[config.mk]
export PLATFORM = sky130hd
export DESIGN_NAME = mmio_write_arbiter
export DESIGN_NICKNAME = d
export VERILOG_FILES = /design/src/rtl/mmio_write_arbiter.sv
export SDC_FILE = /design/constraint.sdc
export NUM_CORES = 1
export LEC_CHECK = 0
export ABC_AREA = 1
export CAP_MARGIN = 10
export CELL_PAD_IN_SITES_DETAIL_PLACEMENT = 0
export CELL_PAD_IN_SITES_GLOBAL_PLACEMENT = 1
export CORE_UTILIZATION = 27
export DETAILED_ROUTE_END_ITERATION = 12
export PLACE_DENSITY_LB_ADDON = 0.2
export SLEW_MARGIN = 20
export SYNTH_ARGS = -nofsm -noshare
export SYNTH_HDL_FRONTEND = slang
export SYNTH_SLANG_ARGS = --single-unit
[constraint.sdc]
create_clock -name clock -period 2.1 [get_ports clock]
set_input_delay 0.42 -clock clock [delete_from_list [all_inputs] [get_ports clock]]
set_output_delay 0.42 -clock clock [all_outputs]
set_load 0.05 [all_outputs]
[src/rtl/mmio_write_arbiter.sv]
// mmio_write_arbiter: round-robin arbiter for the shared peripheral write bus.
// Grants at most one valid requester per cycle and drives its write onto the
// bus through a single registered output stage.
//
// Optional build macro: MMIO_ADDR_FILTER_EN. When it is defined, writes outside
// [BASE_ADDR, BASE_ADDR+SPAN) are acknowledged but dropped. The first such
// write is recorded in err/err_addr/err_id.
//
// Ports:
//   clock, reset         rising-edge clock, async active-low reset
//   req_valid/addr/data  per-requester write request (slice i = requester i)
//   req_ready            one-hot combinational grant
//   bus_stall            downstream hold: no grants, bus outputs frozen
//   bus_we/addr/data     registered peripheral write bus
//   err/err_addr/err_id  sticky out-of-window capture (filter build only)
//   err_clear            clears the error capture
module mmio_write_arbiter #(
  parameter int unsigned                    DATA_WIDTH = 32,
  parameter int unsigned                    NUM_REQ    = 2,
  parameter logic [DATA_WIDTH-1:0]          BASE_ADDR  = 32'h9000_0000,
  parameter logic [DATA_WIDTH-1:0]          SPAN       = 32'h0000_1000,
  localparam int unsigned                   IDW        = (NUM_REQ > 1) ? $clog2(NUM_REQ) : 1
) (
  input  logic                          clock,
  input  logic                          reset,
  input  logic [NUM_REQ-1:0]            req_valid,
  input  logic [NUM_REQ*DATA_WIDTH-1:0] req_addr,
  input  logic [NUM_REQ*DATA_WIDTH-1:0] req_data,
  output logic [NUM_REQ-1:0]            req_ready,
  input  logic                          bus_stall,
  output logic                          bus_we,
  output logic [DATA_WIDTH-1:0]         bus_addr,
  output logic [DATA_WIDTH-1:0]         bus_data,
  output logic                          err,
  output logic [DATA_WIDTH-1:0]         err_addr,
  output logic [IDW-1:0]                err_id,
  input  logic                          err_clear
);

  logic [IDW-1:0]        last_grant;
  logic [IDW-1:0]        grant_idx;
  logic                  grant_any;
  logic                  win_ok;
  int unsigned           cand;
  logic [DATA_WIDTH-1:0] addr_a [NUM_REQ];
  logic [DATA_WIDTH-1:0] data_a [NUM_REQ];
  logic [DATA_WIDTH-1:0] win_addr;
  logic [DATA_WIDTH-1:0] win_data;

  // Unpack the flat request buses into per-requester slices.
  for (genvar i = 0; i < NUM_REQ; i++) begin : g_unpack
    assign addr_a[i] = req_addr[i*DATA_WIDTH +: DATA_WIDTH];
    assign data_a[i] = req_data[i*DATA_WIDTH +: DATA_WIDTH];
  end

  // Round-robin search starting one past the last granted requester.
  always_comb begin
    grant_any = 1'b0;
    grant_idx = '0;
    cand      = 0;
    for (int unsigned k = 1; k <= NUM_REQ; k++) begin
      cand = (32'(last_grant) + k) % NUM_REQ;
      if (!grant_any && !bus_stall && req_valid[IDW'(cand)]) begin
        grant_any = 1'b1;
        grant_idx = IDW'(cand);
      end
    end
  end

  assign req_ready = grant_any ? (NUM_REQ'(1) << grant_idx) : '0;
  assign win_addr  = addr_a[grant_idx];
  assign win_data  = data_a[grant_idx];

`ifdef MMIO_ADDR_FILTER_EN
  // The window check is done in DATA_WIDTH+1 bits, so the top of the window cannot wrap.
  localparam logic [DATA_WIDTH:0] WIN_LO = {1'b0, BASE_ADDR};
  localparam logic [DATA_WIDTH:0] WIN_HI = {1'b0, BASE_ADDR} + {1'b0, SPAN};

  logic reject;

  assign win_ok = ({1'b0, win_addr} >= WIN_LO) && ({1'b0, win_addr} < WIN_HI);
  assign reject = grant_any && !win_ok;

  // Sticky capture of the first rejected write. A new reject wins over err_clear.
  always_ff @(posedge clock or negedge reset) begin
    if (!reset) begin
      err      <= 1'b0;
      err_addr <= '0;
      err_id   <= '0;
    end else if (reject && (!err || err_clear)) begin
      err      <= 1'b1;
      err_addr <= win_addr;
      err_id   <= grant_idx;
    end else if (err_clear) begin
      err      <= 1'b0;
      err_addr <= '0;
      err_id   <= '0;
    end
  end
`else
  logic unused_filter;

  assign win_ok        = 1'b1;
  assign err           = 1'b0;
  assign err_addr      = '0;
  assign err_id        = '0;
  assign unused_filter = ^{err_clear, BASE_ADDR, SPAN};
`endif

  // Output stage and grant pointer. A stall freezes everything.
  always_ff @(posedge clock or negedge reset) begin
    if (!reset) begin
      bus_we     <= 1'b0;
      bus_addr   <= '0;
      bus_data   <= '0;
      last_grant <= IDW'(NUM_REQ - 1);
    end else if (!bus_stall) begin
      if (grant_any) begin
        last_grant <= grant_idx;
        bus_addr   <= win_addr;
        bus_data   <= win_data;
        bus_we     <= win_ok;
      end else begin
        bus_we     <= 1'b0;
      end
    end
  end

endmodule

==> results.toml <==
[outcome]
status = "finished, final reports clean"

[die]
start_util_pct = 27.7
rows = 44
ios = 235
fp.dieW_um = 124
dieArea_sq_um = 15300
core-area_sq_um = 14500
die_h_um = 124

[clock_network]
clk_latency_ps = 340
numCtsBuffers = 9
post_cts_buffers = 0
clock_sink_count = 66
cts_max_level = 3
cts_buffer_depth = 2
cts_tree = "yes"
ctsHoldBuffers = 0
cts.repair.resized = 0
root_buffer = "clkbuf_16"
clkTransAtPathRegs_ps = 50

[power]
sequentialPowerShare_pct = 31.9
power.switching_mw = 1.88
swShare_pct = 38.7
p_leak_nw = 3.45
power_frac_clock_pct = 28.3
vdd_drop_max_uv = 477
comb_power_share_pct = 39.8
powerDensity_nw_per_um2 = 768
p_int_mw = 2.99

[layout]
area_growth_pct = 58.5
layout-drive-gt1-share_pct = 4.83
diodes = 0
final_cells = 971
fillers = 1505
layout.nets = 917

[routing]
avgViaCountPerCell = 4.22
postRouteAntennaNets = 0
firstDrtPassIters = 4
drt_iter0_drc = 160
wl_um = 12400
num_vias = 4100
post-route-drc-count = 0
wl_per_cell_um = 12.8

[synthesis]
synthFlopType = "dfrtp_1"
seq_area_frac_synth_pct = 41.3
synthArstFlopShare_pct = 100
yosys_warnings = 0
yosys.area.top_type_share_pct = 40.6
synthTopCellsByCount = "nand2_1, inv_1, nand3_1, dfrtp_1, buf_4"
avgSynthCellArea_sq_um = 6.72
syn_area_sq_um = 4000
synth_cell_types = 13
synth_edf_count = 0
synth_area_leaders = "dfrtp_1, nand2_1, nand3_1, inv_1, buf_4"
synth.most_common_cell = "nand2_1"
netlist_instances = 596
yosys_register_bits = 66
synth_top_area_cell = "dfrtp_1"

[worst_setup_path]
startpoint_type = "input port"
r2r_slack_ps = 660
end_kind = "primary output"
cpPeakStageDelay_ps = 590
worst_r2r_path_depth = 6
cp_max_fo = 3
slowest_stage = "clkdlybuf4s50_1"
worstPathArrival_ps = 1540
path_cells = "clkdlybuf4s50_1 > nand3_2 > inv_1 > nor2_4 > buf_4"
worstSetupPathType = "input port to primary output"
startpoint = "req_valid[1]"
crit_required_ps = 1680
reg2reg_to = "bus_addr[26]$_DFFE_PN0P_"
crit_end = "req_ready[0]"

[global_route]
grt_use_met2_pct = 28.2
grt_max_degree = 66
grt_usage_pct = 16.3
grt_pass1_vias = 3936
antenna_found_initial = 0
top_usage_layer = "met2"
use_met1_pct = 18.4
grt_use_met3_pct = 5.68
overflow = 0
grt_pass1_wl_um = 19000

[sta]
min_period_ps = 1960
period_share_pct = 93.1
skew_ps = 3.77
max_freq_mhz = 511
rsz0062_at_grt = "no"
setup_violations = 0
slew_violations = 0
hold_viol_final = 0
max-slew-margin-rel_pct = 63.3
tightest_slew_ps = 548
fin_tns_setup_ps = 0

[placed_design]
placed_cells = 956
gp_congestion = 0.721
numPortBuffers = 199
dp_hpwl_um = 8560

[job]
drv_cap = 0

[hold_path]
holdCritPathClass = "input port to asynchronous set/reset pin"
==> routing by layer <==
layer	vias up	share of wire (%)
li1	2074	-
met2	136	47
met4	0	1.6
met3	12	9.0
met5	-	0
met1	1878	42
==> critical path: cells and delay by family <==
| family | cells | cell delay (ps) |
|---|---|---|
| buffers and inverters | 3 | 950 |
| AND/OR/NAND/NOR | 2 | 170 |
==> cells in the final DEF (no fill, tap or decap) <==
| cell | instances |
|---|---|
| o21ai_4 | 1 |
| clkbuf_1 | 1 |
| buf_2 | 1 |
| nand2_2 | 1 |
| clkbuf_8 | 2 |
| inv_1 | 130 |
| buf_4 | 9 |
| clkdlybuf4s50_1 | 196 |
| dfstp_2 | 1 |
| clkbuf_16 | 9 |
| buf_12 | 5 |
| dfrtp_1 | 65 |
| clkinv_2 | 3 |
| nand3_1 | 128 |
| nor2_4 | 2 |
| nand2_1 | 194 |
| nand3_2 | 1 |
| conb_1 | 34 |
| inv_2 | 3 |
| o22ai_1 | 1 |
==> worst min path at each step <==
stage	from	cells after the start	endpoint	slack, ps
2_1_floorplan	reset	0	bus_addr[0]$_DFFE_PN0P_	120
4_1_cts	reset	2	bus_data[15]$_DFFE_PN0P_	140
5_1_grt	reset	2	bus_data[15]$_DFFE_PN0P_	170
6_report	reset	2	bus_data[23]$_DFFE_PN0P_	130
3_3_place_gp	bus_addr[8]$_DFFE_PN0P_	2	bus_addr[8]$_DFFE_PN0P_	460
3_5_place_dp	bus_addr[29]$_DFFE_PN0P_	2	bus_addr[29]$_DFFE_PN0P_	460
==> area by class of cell <==
class	count	area (sq um)	area share, %
Tap cell	184	230	3.63
Timing Repair Buffer	211	2130	33.6
Clock buffer	12	256	4.04
Sequential cell	66	1650	26.0
Multi-Input combinational cell	362	1560	24.5
Clock inverter	3	15.0	0.237
Inverter	133	499	7.87
==> cells by family after synthesis <==
group | after synthesis | share of synthesized area [%]
buf+inv | 201 | 23.7
other cells | 1 | 0.0937
simple gates | 326 | 34.6
compound gates | 2 | 0.375
flops | 66 | 41.3
==> power by group through the flow <==
stage	clock (mW)	combinational, mW	sequential, mW
2_1_floorplan	0	0.603	2.19
3_5_place_dp	0	1.95	1.57
6_report	1.38	1.94	1.55
3_3_place_gp	0	1.95	1.57
5_1_grt	1.48	2.07	1.57
4_1_cts	1.44	1.96	1.55
==> registers in the layout, indices dropped and copies added, names as in the netlist, named ones only <==
name	count
bus_addr	32
bus_data	32
bus_we	1
==> stage by stage <==
stage / cell area, sq um / total power [mW] / utilization, % / hold slack (ps) / worst slack [ps]
finish: 6350 / 4.87 / 43.8 / 127 / 144
global route: 6350 / 5.13 / 43.8 / 167 / 90.1
CTS: 6350 / 4.95 / 43.8 / 138 / 133
detailed placement: 6070 / 3.53 / 42.0 / 464 / 140
global placement: 6070 / 3.52 / 42.0 / 462 / 140
floorplan: 4140 / 2.79 / - / 124 / 124
(Power assumes the default switching activity.)
